==> src/rtl/regfile_wb_scheduler.sv <==
// Scoreboard plus writeback arbiter in front of register_bank: blocks issue on RAW/WAW
// hazards and round-robins the single bank write port between the ALU and memory results.
module regfile_wb_scheduler #(
   parameter int XLEN = 32,
   parameter int NREG = 32
) (
   input  logic                     clock,
   input  logic                     reset,
   input  logic                     issue_valid,
   input  logic [$clog2(NREG)-1:0]  issue_rs1,
   input  logic [$clog2(NREG)-1:0]  issue_rs2,
   input  logic [$clog2(NREG)-1:0]  issue_rd,
   output logic                     issue_ready,
   input  logic                     alu_valid,
   input  logic [$clog2(NREG)-1:0]  alu_rd,
   input  logic [XLEN-1:0]          alu_data,
   output logic                     alu_ready,
   input  logic                     mem_valid,
   input  logic [$clog2(NREG)-1:0]  mem_rd,
   input  logic [XLEN-1:0]          mem_data,
   output logic                     mem_ready,
   output logic                     we,
   output logic [$clog2(NREG)-1:0]  ain,
   output logic [XLEN-1:0]          din,
   output logic [NREG-1:0]          busy,
   output logic                     wb_err
);
   localparam int AW = $clog2(NREG);

   typedef enum logic {GRANT_ALU = 1'b0, GRANT_MEM = 1'b1} grant_t;

   grant_t            last_grant_reg, last_grant_next;
   logic [NREG-1:0]   busy_reg, busy_next;
   logic              we_reg, we_next;
   logic [AW-1:0]     ain_reg, ain_next;
   logic [XLEN-1:0]   din_reg, din_next;
   logic              wb_err_reg, wb_err_next;

   logic              grant_alu, grant_mem, any_grant, issue_fire;
   logic [AW-1:0]     win_rd;
   logic [XLEN-1:0]   win_data;

   assign issue_ready = !busy_reg[issue_rs1] && !busy_reg[issue_rs2] && !busy_reg[issue_rd];
   assign issue_fire  = issue_valid && issue_ready && (issue_rd != '0);

   // On a tie the requester that did not win last time gets the port.
   assign grant_alu = alu_valid && (!mem_valid || (last_grant_reg == GRANT_MEM));
   assign grant_mem = mem_valid && !grant_alu;
   assign any_grant = grant_alu || grant_mem;
   assign win_rd    = grant_alu ? alu_rd   : mem_rd;
   assign win_data  = grant_alu ? alu_data : mem_data;

   assign alu_ready = grant_alu;
   assign mem_ready = grant_mem;

   always_comb begin
      last_grant_next = last_grant_reg;
      we_next         = 1'b0;
      ain_next        = ain_reg;
      din_next        = din_reg;
      wb_err_next     = wb_err_reg;
      if (any_grant) begin
         last_grant_next = grant_alu ? GRANT_ALU : GRANT_MEM;
         we_next         = (win_rd != '0);
         ain_next        = win_rd;
         din_next        = win_data;
         if ((win_rd != '0) && !busy_reg[win_rd])
            wb_err_next = 1'b1;
      end
   end

   // Per-register scoreboard bit; a new producer wins over a retiring write to the same index.
   genvar gi;
   generate
      for (gi = 0; gi < NREG; gi++) begin : g_busy
         if (gi == 0) begin : g_zero
            assign busy_next[gi] = 1'b0;
         end else begin : g_reg
            localparam logic [AW-1:0] IDX = AW'(gi);
            logic set_hit, clr_hit;
            assign set_hit       = issue_fire && (issue_rd == IDX);
            assign clr_hit       = we_reg && (ain_reg == IDX);
            assign busy_next[gi] = set_hit ? 1'b1 : (clr_hit ? 1'b0 : busy_reg[gi]);
         end
      end
   endgenerate

   always_ff @(posedge clock) begin
      if (reset) begin
         last_grant_reg <= GRANT_MEM;
         busy_reg       <= '0;
         we_reg         <= 1'b0;
         ain_reg        <= '0;
         din_reg        <= '0;
         wb_err_reg     <= 1'b0;
      end else begin
         last_grant_reg <= last_grant_next;
         busy_reg       <= busy_next;
         we_reg         <= we_next;
         ain_reg        <= ain_next;
         din_reg        <= din_next;
         wb_err_reg     <= wb_err_next;
      end
   end

   assign we     = we_reg;
   assign ain    = ain_reg;
   assign din    = din_reg;
   assign busy   = busy_reg;
   assign wb_err = wb_err_reg;

endmodule

==> config.mk <==
export PLATFORM = sky130hd
export DESIGN_NAME = regfile_wb_scheduler
export DESIGN_NICKNAME = d
export VERILOG_FILES = /design/src/rtl/regfile_wb_scheduler.sv
export SDC_FILE = /design/constraint.sdc
export NUM_CORES = 1
export LEC_CHECK = 0
export CAP_MARGIN = 20
export CORE_ASPECT_RATIO = 1.4
export CORE_MARGIN = 2
export CORE_UTILIZATION = 45
export DETAILED_ROUTE_END_ITERATION = 16
export PLACE_DENSITY = 0.79
export SETUP_SLACK_MARGIN = 0.05
export SLEW_MARGIN = 20
export SYNTH_ARGS = -nofsm -noshare
export SYNTH_HDL_FRONTEND = slang
export SYNTH_SLANG_ARGS = --single-unit
==> constraint.sdc <==
create_clock -name clock -period 4.65 [get_ports clock]
set_clock_uncertainty 0.15 [all_clocks]
set_input_delay 0.6975 -clock clock [delete_from_list [all_inputs] [get_ports clock]]
set_output_delay 0.6975 -clock clock [all_outputs]
set_load 0.03 [all_outputs]
==> results summary, run 1 <==
The run finished with clean final reports. The post-detailed-route wirelength per cell is 21.32 µm. The adder and majority gate portion of the synthesized area came out at 0. The reported max-cap violation count came out at 0.

The global route total overflow is 0. The final wirelength came out at 15,860 µm. The number of max-slew violations in the final report came out at 0.

The number of nets with antenna violations after detailed routing is 0. The number of flip-flops under the largest register name is 32. The count of synthesis-stage warnings from yosys came out at 0.

The via count of the first global-routing pass came out at 4,737. The tightest min-delay check is of the reg2reg type. The number of buffers inserted to repair setup after CTS came out at 0. The floorplan die width came out at 87.11 µm. The half-perimeter wire length after placement is 11,700 µm. In this run, synthesis inferred 0 flip-flops with an integrated enable. Clock-pin slew was measured on the worst setup and hold paths at 60 ps.

On the critical path, the stage with the largest delay is an instance of sky130_fd_sc_hd__clkdlybuf4s50_1. The count of clock tree sinks is 71. The compound-gate portion of the synthesized area is 0.1941. The count of antenna diodes in the layout is 0. The floorplan has 42 rows.

STA puts the critical path data required time at 3800 ps. On the critical path the largest part of the delay comes from buffers and inverters. The number of antenna violations at the first check in global routing is 0. In this run the worst setup path terminates at issue_ready. The proportion of netlist area held by the largest area contributor is 0.3266. The floorplan step defined a die boundary enclosing 10,480 µm². The post-cts sizing count is 0.

The global routing met3 resource utilization is 0.07918. Dividing the final minimum period by the clock period gives 0.9366. For this run, the total global-route usage over all layers was measured as 0.3106. The critical path's largest stage delay is 770 ps.

The clock tree from TritonCTS is yes. The area of the core is 9459 µm². The analysis attributes to cell leakage a power of 0.002320 µW.

The met1 routing resource usage after global routing is 0.3314. The startpoint identified for the worst register-to-register timing path is busy[19]. The final-stage net count is 723.

In this run the critical register-to-register path is captured at busy[8]. The portion of synthesized area spent on multiplexers is 0.2381. Summing over every cut layer, the via total after detailed routing is 4,721. Counting the buffers created by CTS gives 9. The area growth from synthesis to layout is 46.66%. The floorplan die height is 120.4 µm.

Clock tree synthesis selected as its root buffer the cell sky130_fd_sc_hd__clkbuf_16. The number of distinct library cell variants in the gate-level netlist after synthesis came out at 56. The clock latency of the later-clocked register in the worst-skew pair came out at 340 ps. For this run, the detailed router's first-pass iteration total came to 6. The layout filler cell count is 763. The placer's final routability congestion estimate is 1.001. The global-route wire length before repair came out at 24,930 µm. In the synthesized netlist, the number of instances is 480. The share of async-settable or async-resettable flops after synthesis came out at 0. The worst register-to-register path has a depth of 8.

The dominant register cell in the synthesized netlist is sky130_fd_sc_hd__dfxtp_1. Of the total synthesized cell area, the portion taken by AND, OR, NAND and NOR gates is 0.2004. After synthesis, the mean cell area works out to 9.066 µm².

The critical path depth came out at 7. The hold-fix buffer count after cts came out at 0. The critical path is of the in2out type. For this block, the initial DRC count from the detailed router was 379. Across all hold checks on the routed design, the worst slack comes to 325.5 ps.

Traced cell by cell, the critical path runs through clkdlybuf4s50_1 -> mux4_2 -> mux2_2 -> nand3_1 -> nand4_1 -> nor4_4 -> clkdlybuf4s50_1. The startpoint type of the worst setup path is a primary input. The sequential area share after synthesis is 0.3266.

The H-tree was split into 3 levels. The cell that appears most often on the critical path is sky130_fd_sc_hd__clkdlybuf4s50_1. The top fanout value on the critical path is 10. The worst slew margin relative to its limit came out at 0.5290.

The area occupied by registers came out at 1421 µm². Setup repair after global routing left no endpoint under its margin. For this configuration, the core starts out at a cell density of 0.4601. The fraction of layout instances using a drive strength above 1 is 0.08675. The number of hold-slack violations in the final timing report came out at 0. The capturing element type of the critical path is an output port. Synthesis inferred 71 register bits. By area the synthesized netlist is led by sky130_fd_sc_hd__dfxtp_1 (33%), sky130_fd_sc_hd__mux2i_1 (11%), sky130_fd_sc_hd__mux4_2 (8.3%), sky130_fd_sc_hd__a211oi_1 (6.7%), sky130_fd_sc_hd__nor2_1 (4.3%).

The worst-case IR drop observed on VDD is 0.2072 mV. In the final layout, the multi-input gates occupy 2756 µm². The number of nets handed over by synthesis was 574.

The sum of negative setup slack is 0 ps. The most critical setup path has its startpoint at issue_rs2[0]. In the global route stage, met2 resource usage came out at 0.5487. The clock passes through at most 2 buffers. For the pin with the worst max-slew slack, the measured transition is 705.0 ps.

Across all register-to-register paths, the minimum setup slack is 1720 ps. The DRC violation count after routing came out at 0. Entering global routing, the biggest net connects 48 pins. The buffering stage count on the worst path with inverters included is 2.

met2 is the most crowded layer. By area, the combinational part of the netlist is dominated by multiplexers. The time the final worst path needs with I/O delays and setup came out at 4355 ps. Dividing total power by cell area gives a power density of 290.6 nW/µm². The number of failing setup endpoints in the final timing report is 0.

The cell area that synthesis handed to floorplanning was 4352 µm². Static timing analysis puts the maximum clock frequency at 0.2296 GHz. The quantity of I/O buffers inserted on ports is 166. The number of vias per cell is 6.345.

Data arrives at the worst endpoint at 3510 ps. 168 I/O pins were placed. The largest total area in the synthesized netlist belongs to sky130_fd_sc_hd__dfxtp_1. The xor and xnor area share after synthesis is 0.
tightest hold or removal path: stages (launching register included):
cell and delay [ps]:
sky130_fd_sc_hd__dfxtp_1 320, sky130_fd_sc_hd__nand2_1 50, sky130_fd_sc_hd__o311ai_0 70
layout by cell type (no fill, tap or decap), types with 14 or more instances in the layout:
| master | n |
|---|---|
| sky130_fd_sc_hd__mux2i_1 | 48 |
| sky130_fd_sc_hd__clkdlybuf4s50_1 | 165 |
| sky130_fd_sc_hd__dfxtp_1 | 71 |
| sky130_fd_sc_hd__nor2_1 | 50 |
| sky130_fd_sc_hd__o211ai_1 | 14 |
| sky130_fd_sc_hd__nand3_1 | 31 |
| sky130_fd_sc_hd__mux4_2 | 16 |
| sky130_fd_sc_hd__a211oi_1 | 39 |
| sky130_fd_sc_hd__o21ai_0 | 33 |
| sky130_fd_sc_hd__nand2_1 | 27 |
layer usage:
layer | wire length (µm) | up-vias
met5 | 0 | -
li1 | - | 2150
met2 | 7995 | 290
met4 | 813 | 0
met1 | 5637 | 2216
met3 | 1414 | 65
metrics by stage:
step	instance area, µm²	worst slack [ps]	util	cells	total power (µW)
floorplan	4352	1420	-	480	905.0
global placement	6055	398.2	0.6401	728	1095
finish	6382	294.9	0.6747	744	1854
CTS	6382	308.4	0.6747	744	1861
global route	6382	184.1	0.6747	744	1921
detailed placement	6055	317.7	0.6401	728	1102
cells in the mapped netlist, drive strengths merged, types with 3 or more instances:
cell	number
nand2	28
buf	14
nand4b	5
and2	3
nand2b	5
nor3	8
mux4	20
inv	3
mux2	8
nor4	5
clkbuf	23
a31oi	3
nand3	31
mux2i	48
a211oi	39
nor2	50
nand4	5
a21oi	3
o311ai	5
o211ai	14
dfxtp	71
nand3b	7
nor2b	9
a211o	3
o21ai	35
nor3b	4
a21boi	4
worst min path at each step:
| stage | depth (start not counted) | slack, ps | startpoint | end |
|---|---|---|---|---|
| 2_1_floorplan | 1 | 290 | last_grant_reg | last_grant_reg |
| 3_3_place_gp | 1 | 300 | last_grant_reg | last_grant_reg |
| 3_5_place_dp | 2 | 320 | wb_err | wb_err |
| 4_1_cts | 2 | 330 | wb_err | wb_err |
| 5_1_grt | 1 | 370 | last_grant_reg | last_grant_reg |
| 6_report | 2 | 330 | wb_err | wb_err |
cell families after synthesis:
family	Yosys count
AND/OR/NAND/NOR	169
AO/OA/AOI/OAI	122
multiplexers	76
flip-flops	71
buffers and inverters	41
other	1
power breakdown:
part	switching [µW]	internal, µW	total (µW)	leakage, µW
Clock	286	475	761	0.000157
Sequential	33.2	642	675	0.000584
Combinational	219	199	419	0.00158
Total	538	1320	1850	0.00232
final cells by class:
type                       count  share of cell area
multi-input combinational    368              0.4319
timing repair buffer         175              0.2701
sequential                    71              0.2227
clock buffer                   9             0.03529
tap                          110             0.02156
clock inverter                 7             0.01608
inverter                       4            0.002352
Note: power is estimated with default switching activity, not from simulation.
==> inputs of run 2 (changes only) <==
- CTS_CLUSTER_SIZE: default -> 20
- SKIP_CTS_REPAIR_TIMING: default -> 1
==> results of run 2 <==
Final layout, timing and power as in run 1 (identical DEF).
==> inputs of run 3 (changes only) <==
- CTS_CLUSTER_SIZE: 20 -> 8
==> results of run 3 <==
Final layout, timing and power as in run 1 (identical DEF).
